==> src/rtl/layer5_argmax_if.sv <==
// Frame-in / result-out bundle for the layer-5 argmax stage.
// The slave modport is the argmax block's view, the master modport is the
// neuron-side producer / downstream consumer view.
// Optional: ARGMAX_SCORE_EN adds the max_score result field.
interface layer5_argmax_if #(
    parameter int NUM_CLASSES = 10,
    parameter int IDX_W       = 4
);
    logic                        in_valid;
    logic                        in_ready;
    logic [32*NUM_CLASSES-1:0]   in_data;
    logic                        out_valid;
    logic                        out_ready;
    logic [IDX_W-1:0]            class_idx;
    logic                        all_zero;
    logic                        nan_seen;
`ifdef ARGMAX_SCORE_EN
    logic [31:0]                 max_score;
`endif

    modport slave (
        input  in_valid,
        input  in_data,
        input  out_ready,
        output in_ready,
        output out_valid,
        output class_idx,
        output all_zero,
        output nan_seen
`ifdef ARGMAX_SCORE_EN
        ,
        output max_score
`endif
    );

    modport master (
        output in_valid,
        output in_data,
        output out_ready,
        input  in_ready,
        input  out_valid,
        input  class_idx,
        input  all_zero,
        input  nan_seen
`ifdef ARGMAX_SCORE_EN
        ,
        input  max_score
`endif
    );
endinterface

==> src/rtl/layer5_argmax.sv <==
// layer5_argmax: serial argmax over one frame of NUM_CLASSES single-precision
// ReLU outputs. The frame is captured in one cycle, then scanned one class per
// cycle with a single 31-bit magnitude comparator; the winning index and the
// all-zero / NaN flags are offered through a valid/ready handshake.
// Optional: define ARGMAX_SCORE_EN to expose the sanitized maximum as max_score.
module layer5_argmax #(
    parameter int NUM_CLASSES = 10,
    parameter int IDX_W       = 4
) (
    input  logic               clk,
    input  logic               rst_n,
    layer5_argmax_if.slave     bus
);

    // ------------------------------------------------------------------
    // Elaboration-time parameter sanity
    // ------------------------------------------------------------------
    if (NUM_CLASSES < 1 || NUM_CLASSES > 16) begin : g_bad_num_classes
        $error("layer5_argmax: NUM_CLASSES must be in 1..16");
    end
    if ((1 << IDX_W) < NUM_CLASSES) begin : g_bad_idx_w
        $error("layer5_argmax: IDX_W too narrow for NUM_CLASSES");
    end

    // ------------------------------------------------------------------
    // Constants and types
    // ------------------------------------------------------------------
    typedef enum logic [1:0] {
        IDLE = 2'd0,
        SCAN = 2'd1,
        DONE = 2'd2
    } state_t;

    // A one-class frame is fully judged at capture time, so it skips SCAN.
    localparam bit               SINGLE         = (NUM_CLASSES == 1);
    localparam logic [IDX_W-1:0] LAST_IDX       = IDX_W'(NUM_CLASSES - 1);
    localparam logic [IDX_W-1:0] FIRST_SCAN_IDX = SINGLE ? '0 : IDX_W'(1);

    // ------------------------------------------------------------------
    // Sanitizing helpers
    // Negative values (including -0) and NaNs collapse to +0. For the
    // remaining non-negative floats (denormals and +Inf included) the
    // magnitude order equals the unsigned order of bits [30:0], so the sign
    // bit of the sanitized value is always 0 and is never stored.
    // ------------------------------------------------------------------
    function automatic logic is_nan(input logic [31:0] x);
        return (x[30:23] == 8'hFF) && (x[22:0] != 23'd0);
    endfunction

    function automatic logic [30:0] san_mag(input logic [31:0] x);
        if (x[31] || is_nan(x)) begin
            return 31'd0;
        end
        return x[30:0];
    endfunction

    // ------------------------------------------------------------------
    // State
    // ------------------------------------------------------------------
    state_t             state_reg,    state_next;
    logic [IDX_W-1:0]   cnt_reg,      cnt_next;
    logic [IDX_W-1:0]   best_idx_reg, best_idx_next;
    logic [30:0]        best_val_reg, best_val_next;
    logic               all_zero_reg, all_zero_next;
    logic               nan_seen_reg, nan_seen_next;
    logic [31:0]        frame_reg [NUM_CLASSES];

    logic               accept;
    logic [31:0]        first_word;
    logic [30:0]        first_mag;
    logic [31:0]        cur_word;
    logic [30:0]        cur_mag;
    logic               cur_nan;

    assign accept     = bus.in_valid && (state_reg == IDLE);
    assign first_word = bus.in_data[31:0];
    assign first_mag  = san_mag(first_word);

    // ------------------------------------------------------------------
    // Frame buffer: every lane is loaded only on the accepting edge, so
    // in_data may change freely while the frame is being scanned.
    // ------------------------------------------------------------------
    for (genvar gi = 0; gi < NUM_CLASSES; gi++) begin : g_lane
        // Capture class gi of the incoming frame on acceptance.
        always_ff @(posedge clk or negedge rst_n) begin
            if (!rst_n) begin
                frame_reg[gi] <= 32'd0;
            end else if (accept) begin
                frame_reg[gi] <= bus.in_data[32*gi +: 32];
            end
        end
    end

    // Select the class currently under scan from the buffer.
    always_comb begin
        cur_word = 32'd0;
        for (int k = 0; k < NUM_CLASSES; k++) begin
            if (cnt_reg == IDX_W'(k)) begin
                cur_word = frame_reg[k];
            end
        end
    end

    assign cur_mag = san_mag(cur_word);
    assign cur_nan = is_nan(cur_word);

    // ------------------------------------------------------------------
    // Next-state and datapath update.
    // Class 0 is judged straight from in_data at capture, so SCAN starts at
    // index 1 and the result is ready NUM_CLASSES-1 edges after acceptance.
    // ------------------------------------------------------------------
    always_comb begin
        state_next    = state_reg;
        cnt_next      = cnt_reg;
        best_idx_next = best_idx_reg;
        best_val_next = best_val_reg;
        all_zero_next = all_zero_reg;
        nan_seen_next = nan_seen_reg;

        case (state_reg)
            IDLE: begin
                if (accept) begin
                    best_val_next = first_mag;
                    best_idx_next = '0;
                    cnt_next      = FIRST_SCAN_IDX;
                    nan_seen_next = is_nan(first_word);
                    all_zero_next = (first_mag == 31'd0);
                    state_next    = SINGLE ? DONE : SCAN;
                end
            end

            SCAN: begin
                // Strict greater-than keeps the lowest index on ties.
                if (cur_mag > best_val_reg) begin
                    best_val_next = cur_mag;
                    best_idx_next = cnt_reg;
                end
                nan_seen_next = nan_seen_reg | cur_nan;
                if (cur_mag != 31'd0) begin
                    all_zero_next = 1'b0;
                end
                if (cnt_reg == LAST_IDX) begin
                    state_next = DONE;
                end else begin
                    cnt_next = cnt_reg + IDX_W'(1);
                end
            end

            DONE: begin
                // Result registers are left untouched so they hold until taken.
                if (bus.out_ready) begin
                    state_next = IDLE;
                end
            end

            default: begin
                state_next = IDLE;
            end
        endcase
    end

    // State and result registers; reset abandons any frame in flight.
    always_ff @(posedge clk or negedge rst_n) begin
        if (!rst_n) begin
            state_reg    <= IDLE;
            cnt_reg      <= '0;
            best_idx_reg <= '0;
            best_val_reg <= 31'd0;
            all_zero_reg <= 1'b0;
            nan_seen_reg <= 1'b0;
        end else begin
            state_reg    <= state_next;
            cnt_reg      <= cnt_next;
            best_idx_reg <= best_idx_next;
            best_val_reg <= best_val_next;
            all_zero_reg <= all_zero_next;
            nan_seen_reg <= nan_seen_next;
        end
    end

    // ------------------------------------------------------------------
    // Outputs: handshake flags decode straight from the state register;
    // the result fields are the registered scan results.
    // ------------------------------------------------------------------
    assign bus.in_ready  = (state_reg == IDLE);
    assign bus.out_valid = (state_reg == DONE);
    assign bus.class_idx = best_idx_reg;
    assign bus.all_zero  = all_zero_reg;
    assign bus.nan_seen  = nan_seen_reg;

`ifdef ARGMAX_SCORE_EN
    // Sanitized values are never negative, so the score's sign bit is 0.
    assign bus.max_score = {1'b0, best_val_reg};
`endif

endmodule
==> src/flat_wrapper.sv <==
// flat-port wrapper written by rule: the top's interface ports become plain ports
module layer5_argmax_flat 
#(
    parameter int NUM_CLASSES = 10,
    parameter int IDX_W       = 4
)
  (clk, rst_n, bus_in_valid, bus_in_data, bus_out_ready, bus_in_ready, bus_out_valid, bus_class_idx, bus_all_zero, bus_nan_seen);
  layer5_argmax_if #(.NUM_CLASSES(NUM_CLASSES), .IDX_W(IDX_W)) bus_i ();
  input  logic clk;
  input  logic rst_n;
  input wire logic [$bits(bus_i.in_valid)-1:0] bus_in_valid;
  input wire logic [$bits(bus_i.in_data)-1:0] bus_in_data;
  input wire logic [$bits(bus_i.out_ready)-1:0] bus_out_ready;
  output wire logic [$bits(bus_i.in_ready)-1:0] bus_in_ready;
  output wire logic [$bits(bus_i.out_valid)-1:0] bus_out_valid;
  output wire logic [$bits(bus_i.class_idx)-1:0] bus_class_idx;
  output wire logic [$bits(bus_i.all_zero)-1:0] bus_all_zero;
  output wire logic [$bits(bus_i.nan_seen)-1:0] bus_nan_seen;
  assign bus_i.in_valid = bus_in_valid;
  assign bus_i.in_data = bus_in_data;
  assign bus_i.out_ready = bus_out_ready;
  assign bus_in_ready = bus_i.in_ready;
  assign bus_out_valid = bus_i.out_valid;
  assign bus_class_idx = bus_i.class_idx;
  assign bus_all_zero = bus_i.all_zero;
  assign bus_nan_seen = bus_i.nan_seen;
  layer5_argmax #(.NUM_CLASSES(NUM_CLASSES), .IDX_W(IDX_W)) u_core (.clk(clk), .rst_n(rst_n), .bus(bus_i));
endmodule
==> config.mk <==
export PLATFORM = sky130hd
export DESIGN_NAME = layer5_argmax_flat
export DESIGN_NICKNAME = d
export VERILOG_FILES = /design/src/rtl/layer5_argmax_if.sv /design/src/rtl/layer5_argmax.sv /design/src/flat_wrapper.sv
export SDC_FILE = /design/constraint.sdc
export NUM_CORES = 1
export LEC_CHECK = 0
export ABC_AREA = 1
export BUFFER_PORTS_ARGS = -buffer_cell sky130_fd_sc_hd__buf_4
export CAP_MARGIN = 20
export CORE_MARGIN = 10
export CORE_UTILIZATION = 41
export CTS_BUF_LIST = sky130_fd_sc_hd__clkbuf_16
export DETAILED_ROUTE_END_ITERATION = 12
export PLACE_DENSITY_LB_ADDON = 0.15
export SYNTH_ARGS = -nofsm -noshare
export SYNTH_HDL_FRONTEND = slang
export SYNTH_SLANG_ARGS = --single-unit
==> constraint.sdc <==
create_clock -name clk -period 5.7 [get_ports clk]
set_clock_uncertainty 0.05 [all_clocks]
set_input_delay 0 -clock clk [delete_from_list [all_inputs] [get_ports clk]]
set_output_delay 0 -clock clk [all_outputs]
set_load 0.02 [all_outputs]
Yosys cells after proc, flatten, opt, wreduce, memory -nomap -nowiden

Index checks and enable logic that the tools add are counted.

Register bits after elaboration: 363
Word-level logic and storage cells: 89
Output and inout bits: 8
Input port bits: 324

Magnitude comparators: 1
Mux-type cells: 34
Eq/ne operators: 19
Add/subtract/negate cells: 1
Bitwise logic cells: 1
Reduce and logical (&&, ||, !) cells: 17

Operators by type and width:

| cell                | count |
|---|---|
| $mux 32             | 10 |
| $mux 31             | 6 |
| $pmux 31 s2         | 1 |
| $reduce_bool 23->1  | 2 |
| $gt 31x31->1        | 1 |
| $logic_not 31->1    | 1 |
| $reduce_bool 31->1  | 1 |
| $eq 4x3->1 const B  | 4 |
| $eq 8x8->1 const B  | 2 |
| $mux 4              | 4 |
| $pmux 4 s2          | 2 |
| $reduce_and 3->1    | 4 |
| $eq 4x2->1 const B  | 2 |
| $eq 4x4->1 const B  | 2 |
| $ne 2x1->1 const B  | 4 |
| $mux 2              | 3 |
| $pmux 2 s3          | 1 |
| $mux 1              | 5 |
| $add 4x1->4 const B | 1 |
| $eq 4x1->1 const B  | 1 |
| $logic_not 4->1     | 1 |
| $ne 2x2->1 const B  | 2 |
| $pmux 1 s2          | 2 |
| $logic_and 1x1->1   | 3 |
| 7 further kinds     | 8 |

Longest topological paths before layout

Gate-level depths: netlist (run 1).

Depth in word-level cells: 19
Gate-level depth with buffers: 39
Depth with buffers taken out: 33

Worst setup path before layout (run 1)

Ideal clock, no wire load.

Path kind: reg2reg
Start point: register u_core.cnt_reg[1]
End point: register u_core.best_val_reg[17]
Stages on the path, launching flop included: 40
Setup slack: 1.060 ns
Clock period less this slack: 4.640 ns
Setup time: 0.133 ns
Path buffers: 6
Arrival time: 4.456 ns
Required time: 5.517 ns
Cell sequence: dfrtp_1 inv_1 ha_1 buf_2 inv_2 buf_2 nor2_4 buf_2 nand2_1 nand3_1 nand3_1 nand3_1 nand2_1 nand2_1 nand2_1 nand2_1 nand2_1 nand2_1 [... 4 more ...] a21oi_2 buf_4 nand2_1 inv_2 ha_1 a21oi_1 nor2_1 a211oi_1 a21oi_1 nor2_1 o221ai_1 a211o_1 nand2_1 nand2_1 clkbuf_1 clkbuf_1 o211ai_1 o21ai_0

Word-level cells in the longest chain between the ends: 19
Elaborated cells between the ends (all ways): 31
Those cells by class: 1 x order compare; 11 x eq/ne; 14 x mux; 5 x reduce/logical

Ends and longest elaborated chain:

| element                                                 | line                 | source |
|---|---|---|
| start, declared                                         | layer5_argmax.sv:61  | `logic [IDX_W-1:0] cnt_reg, cnt_next;` |
| start signal, assigned                                  | layer5_argmax.sv:173 | `cnt_reg <= cnt_next;` |
| $logic_not 4->1                                         | layer5_argmax.sv:98  | `if (cnt_reg == IDX_W'(k)) begin` |
| $mux 32 (9 in a row)                                    | layer5_argmax.sv:98  |  |
| $mux 32 (*)                                             | layer5_argmax.sv:98  |  |
| $reduce_bool 23->1 / $eq 8x8->1 (equally long branches) | layer5_argmax.sv:47  | `return (x[30:23] == 8'hFF) && (x[22:0] != 23'd0);` |
| $logic_and 1x1->1                                       | layer5_argmax.sv:47  |  |
| $logic_or 1x1->1                                        | layer5_argmax.sv:51  | `if (x[31] \|\| is_nan(x)) begin` |
| $mux 1                                                  | layer5_argmax.sv:51  |  |
| $mux 31 (*)                                             | layer5_argmax.sv:54  | `return x[30:0];` |
| $gt 31x31->1                                            | layer5_argmax.sv:134 | `if (cur_mag > best_val_reg) begin` |
| $ne 2x1->1 (no line)                                    | --                   |  |
| $reduce_and 3->1 (no line)                              | --                   |  |
| end signal, assigned                                    | layer5_argmax.sv:175 | `best_val_reg <= best_val_next;` |
| end, declared                                           | layer5_argmax.sv:63  | `logic [30:0] best_val_reg, best_val_next;` |

Every way passes the cells marked *; elsewhere a longest branch is shown, timed or not. The select of a mux whose other input is x is not followed.
A chain may end at the register's enable or synchronous reset.

Worst setup path after layout (run 1)

Start point: register u_core.cnt_reg[3]
End point: register u_core.best_val_reg[15]

The elaborated chain is that of the path after synthesis.

==> results of run 1 <==
## cell usage after synthesis
master / n
buf_4: 5
a211oi_1: 1
nor3_4: 2
buf_2: 33
o21ai_0: 120
or2_2: 5
dfrtp_1: 363
nor2_4: 2
inv_1: 200
nand2_1: 1348
o211ai_1: 37
a21oi_2: 1
a21oi_1: 29
buf_1: 10
a41oi_1: 1
nand2_2: 2
nor3b_1: 1
nand4_1: 36
or2_0: 13
or2_1: 6
a31oi_1: 3
inv_2: 34
o31ai_1: 1
nor2_1: 126
ha_1: 35
nor3_1: 5
clkinv_1: 3
and3_1: 1
nand3b_1: 10
xor2_1: 1
clkbuf_1: 100
nor4_1: 8
a211o_1: 1
nor2_2: 2
o221ai_1: 1
o21ai_1: 34
nand3_1: 112
## metal layers
layer	up-vias	share of wire (%)	routed length, um
li1	9534	-	-
met1	9552	43	34100
met2	831	47	37800
met3	117	7.3	5830
met4	2	2.6	2040
met5	-	0.016	13
## worst max path at each step
stage | endpoint | start | slack (ps) | depth (start not counted)
final | u_core.best_val_reg[15]$_DFFE_PN0P_ | u_core.cnt_reg[3]$_DFFE_PN0P_ | 300 | 33
after CTS | u_core.best_val_reg[15]$_DFFE_PN0P_ | u_core.cnt_reg[1]$_DFFE_PN0P_ | 3 | 33
after global routing | u_core.best_val_reg[13]$_DFFE_PN0P_ | u_core.cnt_reg[0]$_DFFE_PN0P_ | -20 | 34
after global placement | u_core.best_val_reg[17]$_DFFE_PN0P_ | u_core.cnt_reg[1]$_DFFE_PN0P_ | 70 | 33
after floorplan | u_core.best_val_reg[17]$_DFFE_PN0P_ | u_core.cnt_reg[1]$_DFFE_PN0P_ | 1060 | 39
after detailed placement | u_core.best_val_reg[17]$_DFFE_PN0P_ | u_core.cnt_reg[1]$_DFFE_PN0P_ | 40 | 33
## layout make-up
| cell class | instances | share of cell area [%] |
|---|---|---|
| sequential | 363 | 33.7 |
| antenna | 5 | 0.0464 |
| inverter | 237 | 3.36 |
| timing repair buffer | 712 | 23.5 |
| multi-input combinational | 1945 | 31.7 |
| tap | 600 | 2.78 |
| clock inverter | 33 | 0.890 |
| clock buffer | 44 | 4.08 |
## stage by stage
stage	hold slack, ps	std cells	setup TNS [ps]	cell area (um2)
finish	-44.7	3939	0	27000
global route	42.5	3939	-33.6	27000
CTS	24.6	3914	0	26600
detailed placement	40.6	3515	0	22100
global placement	34.7	3515	0	22100
floorplan	-346	2692	0	19000
## what timing repair did
action                     4_1_cts  5_1_grt
buffers inserted                 0       16
hold endpoints to repair       458        0
setup endpoints to repair        0       35
resized for setup                0       39
hold buffers                   322        0
## critical path, delay by kind of cell (launching register included)
family	cells	cell delay [ps]
AO/OA/AOI/OAI	8	1190
adder cells (fa/ha/maj)	1	310
buffers and inverters	4	610
AND/OR/NAND/NOR	20	2610
flip-flops	1	460
## cells by family (layout without fill, tap and decap cells)
kind of cell | count (synthesis) | in the layout
XOR/XNOR | 1 | 1
other | 0 | 5
flip-flops | 363 | 363
buffers and inverters | 385 | 1026
AND/OR/NAND/NOR | 1679 | 1680
adder cells (fa/ha/maj) | 35 | 35
AO/OA/AOI/OAI | 229 | 229
## where the power goes
group	switching [W]	internal (W)	total, W
clock	0.00116	0.00154	0.00269
sequential	0.000810	0.00382	0.00463
combinational	0.00596	0.00313	0.00909
total	0.00793	0.00849	0.0164
==> impl_metrics.ini, run 1 <==
[status]
outcome = finished with violations
violations = negative hold slack

[synthesis]
syn-num-nets = 3051
syn-instance-count = 2692
synth_top_area_cell = dfrtp_1
yosysWarnings = 0
synth_top_family_by_area = simple AND/OR/NAND/NOR gates
syn_area_mm2 = 0.0190
synth-seq-cells = 363
synth_top_area_share_pct = 47.8
synth-simple-area-share_pct = 35.3
yosys-top-cells-area = dfrtp_1, nand2_1, inv_1
synthMuxAreaShare_pct = 0
yosysUniqueCellTypes = 37
synth_fa_ha_area_share_pct = 2.30
synth_compound_area_share_pct = 6.64
synth_xor_area_share_pct = 0.0461
synth_area_per_cell_um2 = 7.06
ys_seq_area_share_pct = 47.8

[cells_and_area]
final_common_cell = nand2_1
finalNetCount = 3661
layout-drive-gt1-share_pct = 15.7
final_core_util_pct = 59.2
fillerInstances = 4060
largest_reg_flops = 320
syn2layout_area_growth_pct = 42.0
register_area_mm2 = 0.00909
layout_common_cells = nand2_1, buf_4, dfrtp_1, dlygate4sd3_1, inv_1
multi_input_area_mm2 = 0.00855

[grt]
overflow = 0
grt_pass1_vias = 20300
top_usage_layer = met2
use_met1_pct = 36.5
antenna_found_initial = 6
grt_use_met2_pct = 45.2
grt_usage_pct = 27.6
grt_max_degree = 213
grt_pass1_wl_mm = 120
groute.layer.met3.usage_pct = 5.22

[timing]
final-hold-violation-count = 8
period_share_pct = 94.7
holdWs_ps = -44.7
setup_violations = 0
max_freq_mhz = 185
slew_violations = 0
worst_pin_slew_ps = 1070
setup_ws_ps = 300
max_slew_margin_pct = 28.4
min_period_ps = 5400

[clock_tree]
path_clk_slew_ps = 60
cts_htree_levels = 2
worstSkewPairLatency_ps = 580
cts.sinks = 363
cts_tree = built
numCtsBuffers = 43
root_buffer = clkbuf_16
clockBufferDepth = 3

[drt]
route.vias.total = 20000
wl_per_cell_um = 20.3
ant_nets = 0
dr.pass1.iters = 6
routed_wl_mm = 79.8
via_per_inst = 5.09
drc_errors = 0
drtIter0Drc = 2100

[pwr]
p_total_w = 0.0164
p_per_area_mw_per_mm2 = 608
leakagePower_nw = 14.4
vdd_drop_max_mv = 0.464

[setup_path]
r2r_setup_slack_ps = 300
worst_setup_path_end_kind = register
timing.critical_path.from_type = register
path_max_fanout = 14
rr_endpoint = u_core.best_val_reg[15]$_DFFE_PN0P_
cp.required_ps = 6090
critical_path_arrival_ps = 5790
reg2regPathDepth = 33
cp_slowest_cell = dfrtp_1
critPathMostFrequentCell = nand2_1
r2r-start = u_core.cnt_reg[3]$_DFFE_PN0P_
crit_type = register to register
cpPeakStageDelay_ps = 460

[die]
start_util_pct = 41.7
die_y_um = 235
placeableCoreArea_mm2 = 0.0456
num_rows = 78
die_x_um = 235
die_area_mm2 = 0.0554
pin_count = 332

[worst_hold_path]
hp-class = primary input to asynchronous set/reset pin

[placement]
pre_cts_ws_ps = 35.2
place_congestion = 0.940
io_buffer_count = 331
dp_hpwl_mm = 55.4

[run]
max_cap_viol_count = 0
(Power assumes the default switching activity.)
==> run 2: changes to the inputs <==
- ABC_AREA: 1 -> unset
- PLACE_DENSITY: unset -> 0.71
- PLACE_DENSITY_LB_ADDON: 0.15 -> unset
==> impl_metrics.ini, run 2 <==
[status]
outcome = completed

[synthesis]
async_flop_share_pct = 100
synth-seq-cells = 363
syn-instance-count = 2284
synth_top_area_share_pct = 48.4
syn_area_mm2 = 0.0188
yosysWarnings = 0
yosysUniqueCellTypes = 75
synth_flop_cell = dfrtp_1
synth.most_common_cell = nand2_1
synth_top_area_cell = dfrtp_1
synth-edff-count = 0
yosys-top-cells-count = nand2_1, dfrtp_1, clkbuf_1
ys_seq_area_share_pct = 48.4
yosys-top-cells-area = dfrtp_1, nand2_1, ha_1
syn-num-nets = 2643
synth_area_per_cell_um2 = 8.21

[setup_path]
timing.critical_path.from_type = register
critPathMostFrequentCell = buf_4
path_max_fanout = 20
critical_path_arrival_ps = 5980
path_delay_family = simple AND/OR/NAND/NOR gates
critPathBufInv = 6
crit_type = register to register
cp_slowest_cell = dfrtp_2
worst_setup_path_end_kind = register
cp.required_ps = 6130
cpPeakStageDelay_ps = 470
crit_chain = inv_2, ha_4, nor2b_1, buf_4, a311oi_1, a211oi_2, or2_1, or3_1, o31ai_4, o31a_4, buf_6, nor3_1, ha_1, nand4_1, nor2_1, and4_4, a21boi_0, buf_4, o31ai_4, buf_4, buf_12, or3_1, o21ai_0

[grt]
grt_pass1_wl_mm = 131
antenna_found_initial = 11
grt_usage_pct = 32.1
overflow = 0
grt_max_degree = 192
grt_pass1_vias = 21000

[clock_tree]
worstSkewPairLatency_ps = 580
path_clk_slew_ps = 60
root_buffer = clkbuf_16
cts.sinks = 363
numCtsBuffers = 41
cts_htree_levels = 2
clockBufferDepth = 3
cts_tree = built

[pwr]
vdd_drop_max_mv = 0.646
p_per_area_mw_per_mm2 = 620
leakagePower_nw = 13.4

[drt]
drc_errors = 0
via_per_inst = 5.69
wl_per_cell_um = 24.8
ant_nets = 0
dr.pass1.iters = 5
route.vias.total = 20600
drtIter0Drc = 2044
routed_wl_mm = 89.6

[timing]
setup_ws_ps = 154
max_slew_margin_pct = 33.9
max_freq_mhz = 180
finalSetupTns_ps = 0
min_period_ps = 5550
final-hold-violation-count = 0
worst_pin_slew_ps = 992
period_share_pct = 97.3
slew_violations = 0
setup_violations = 0

[die]
start_util_pct = 41.4
die_area_mm2 = 0.0547
num_rows = 78
placeableCoreArea_mm2 = 0.0453
die_x_um = 234
die_y_um = 234
pin_count = 332

[cells_and_area]
finalNetCount = 3324
final_core_util_pct = 60.3
layout-drive-gt1-share_pct = 20.2
fillerInstances = 3729
register_area_mm2 = 0.00909
syn2layout_area_growth_pct = 45.7
final_common_cell = nand2_1
largest_reg_flops = 320
multi_input_area_mm2 = 0.00894
layout_common_cells = nand2_1, buf_4, dfrtp_1, dlygate4sd3_1, a21oi_1

[worst_hold_path]
hp-class = primary input to asynchronous set/reset pin

[run]
max_cap_viol_count = 0

[placement]
place_congestion = 1.02
pre_cts_ws_ps = -83.1
dp_hpwl_mm = 63.3
io_buffer_count = 331
[run 2: layout make-up]
cell class / instances / area share (%)
multi-input combinational: 1700 / 32.7
antenna: 14 / 0.128
clock buffer: 41 / 3.75
sequential: 363 / 33.3
inverter: 54 / 0.742
tap: 600 / 2.75
clock inverter: 34 / 0.865
timing repair buffer: 805 / 25.8
[run 2: timing repair]
action	CTS	global route
cloned	0	2
gates resized for setup	4	40
pin swaps	0	8
setup buffers	0	8
endpoints found under the hold margin	461	0
endpoints found under the setup margin	35	35
hold buffers	323	0
[run 2: worst reg2reg max path, delay by kind of cell, from the launching register on]
| kind | cells | cell delay (ps) |
|---|---|---|
| and+or+nand+nor | 8 | 1840 |
| AOI/OAI and AO/OA | 7 | 1520 |
| buffers and inverters | 6 | 990 |
| adders and majority gates | 2 | 600 |
| DFF | 1 | 470 |
[run 2: worst paths after layout]
path,from,to,slack [ps],depth (start not counted)
worst max register to register,u_core.cnt_reg[0]$_DFFE_PN0P_,u_core.best_val_reg[20]$_DFFE_PN0P_,150,23
worst min-delay path,rst_n,u_core.state_reg[1]$_DFFE_PN0P_,50,2
worst max-delay path,u_core.cnt_reg[0]$_DFFE_PN0P_,u_core.best_val_reg[20]$_DFFE_PN0P_,150,23
min in group clk,bus_in_data[119],u_core.frame_reg[215]$_DFFE_PN0P_,110,4
max in group asynchronous,rst_n,u_core.frame_reg[199]$_DFFE_PN0P_,4130,3
worst min register to register,u_core.frame_reg[242]$_DFFE_PN0P_,u_core.frame_reg[242]$_DFFE_PN0P_,430,2
[run 2: cells by family (layout without fill, tap and decap cells)]
family                   after synthesis  count (layout)  share of synthesized area (%)
multiplexers                           4               4                          0.227
AND/OR/NAND/NOR                     1214            1214                           26.4
AO/OA/AOI/OAI                        445             445                           17.4
adder cells (fa/ha/maj)               35              35                           2.34
XOR/XNOR                               2               2                         0.0934
other                                  0              14                              0
buffers and inverters                221             934                           5.10
flip-flops                           363             363                           48.4
[run 2: power by group]
group	switching (W)	internal (W)
registers	0.00112	0.00376
logic	0.00556	0.00397
clock network	0.00113	0.00141
total	0.00780	0.00914
[run 2: per-layer routing]
layer	up-vias	global-route usage (%)	part of all wire, %
met5	-	0	0.015
met4	2	16.5	5.5
met3	314	6.03	7.9
met2	1149	52.8	47
met1	10000	39.6	39
li1	9078	-	-
[run 2: per-stage QoR]
step / cell area (um2) / hold slack (ps) / total power, W / cells
3_5_place_dp: 22400 / 71.2 / 0.0135 / 3187
6_report: 27300 / 50.8 / 0.0169 / 3611
2_1_floorplan: 18800 / -346 / 0.00939 / 2284
3_3_place_gp: 22400 / 59.1 / 0.0134 / 3187
5_1_grt: 27300 / 120 / 0.0178 / 3607
4_1_cts: 27000 / 70.9 / 0.0163 / 3585
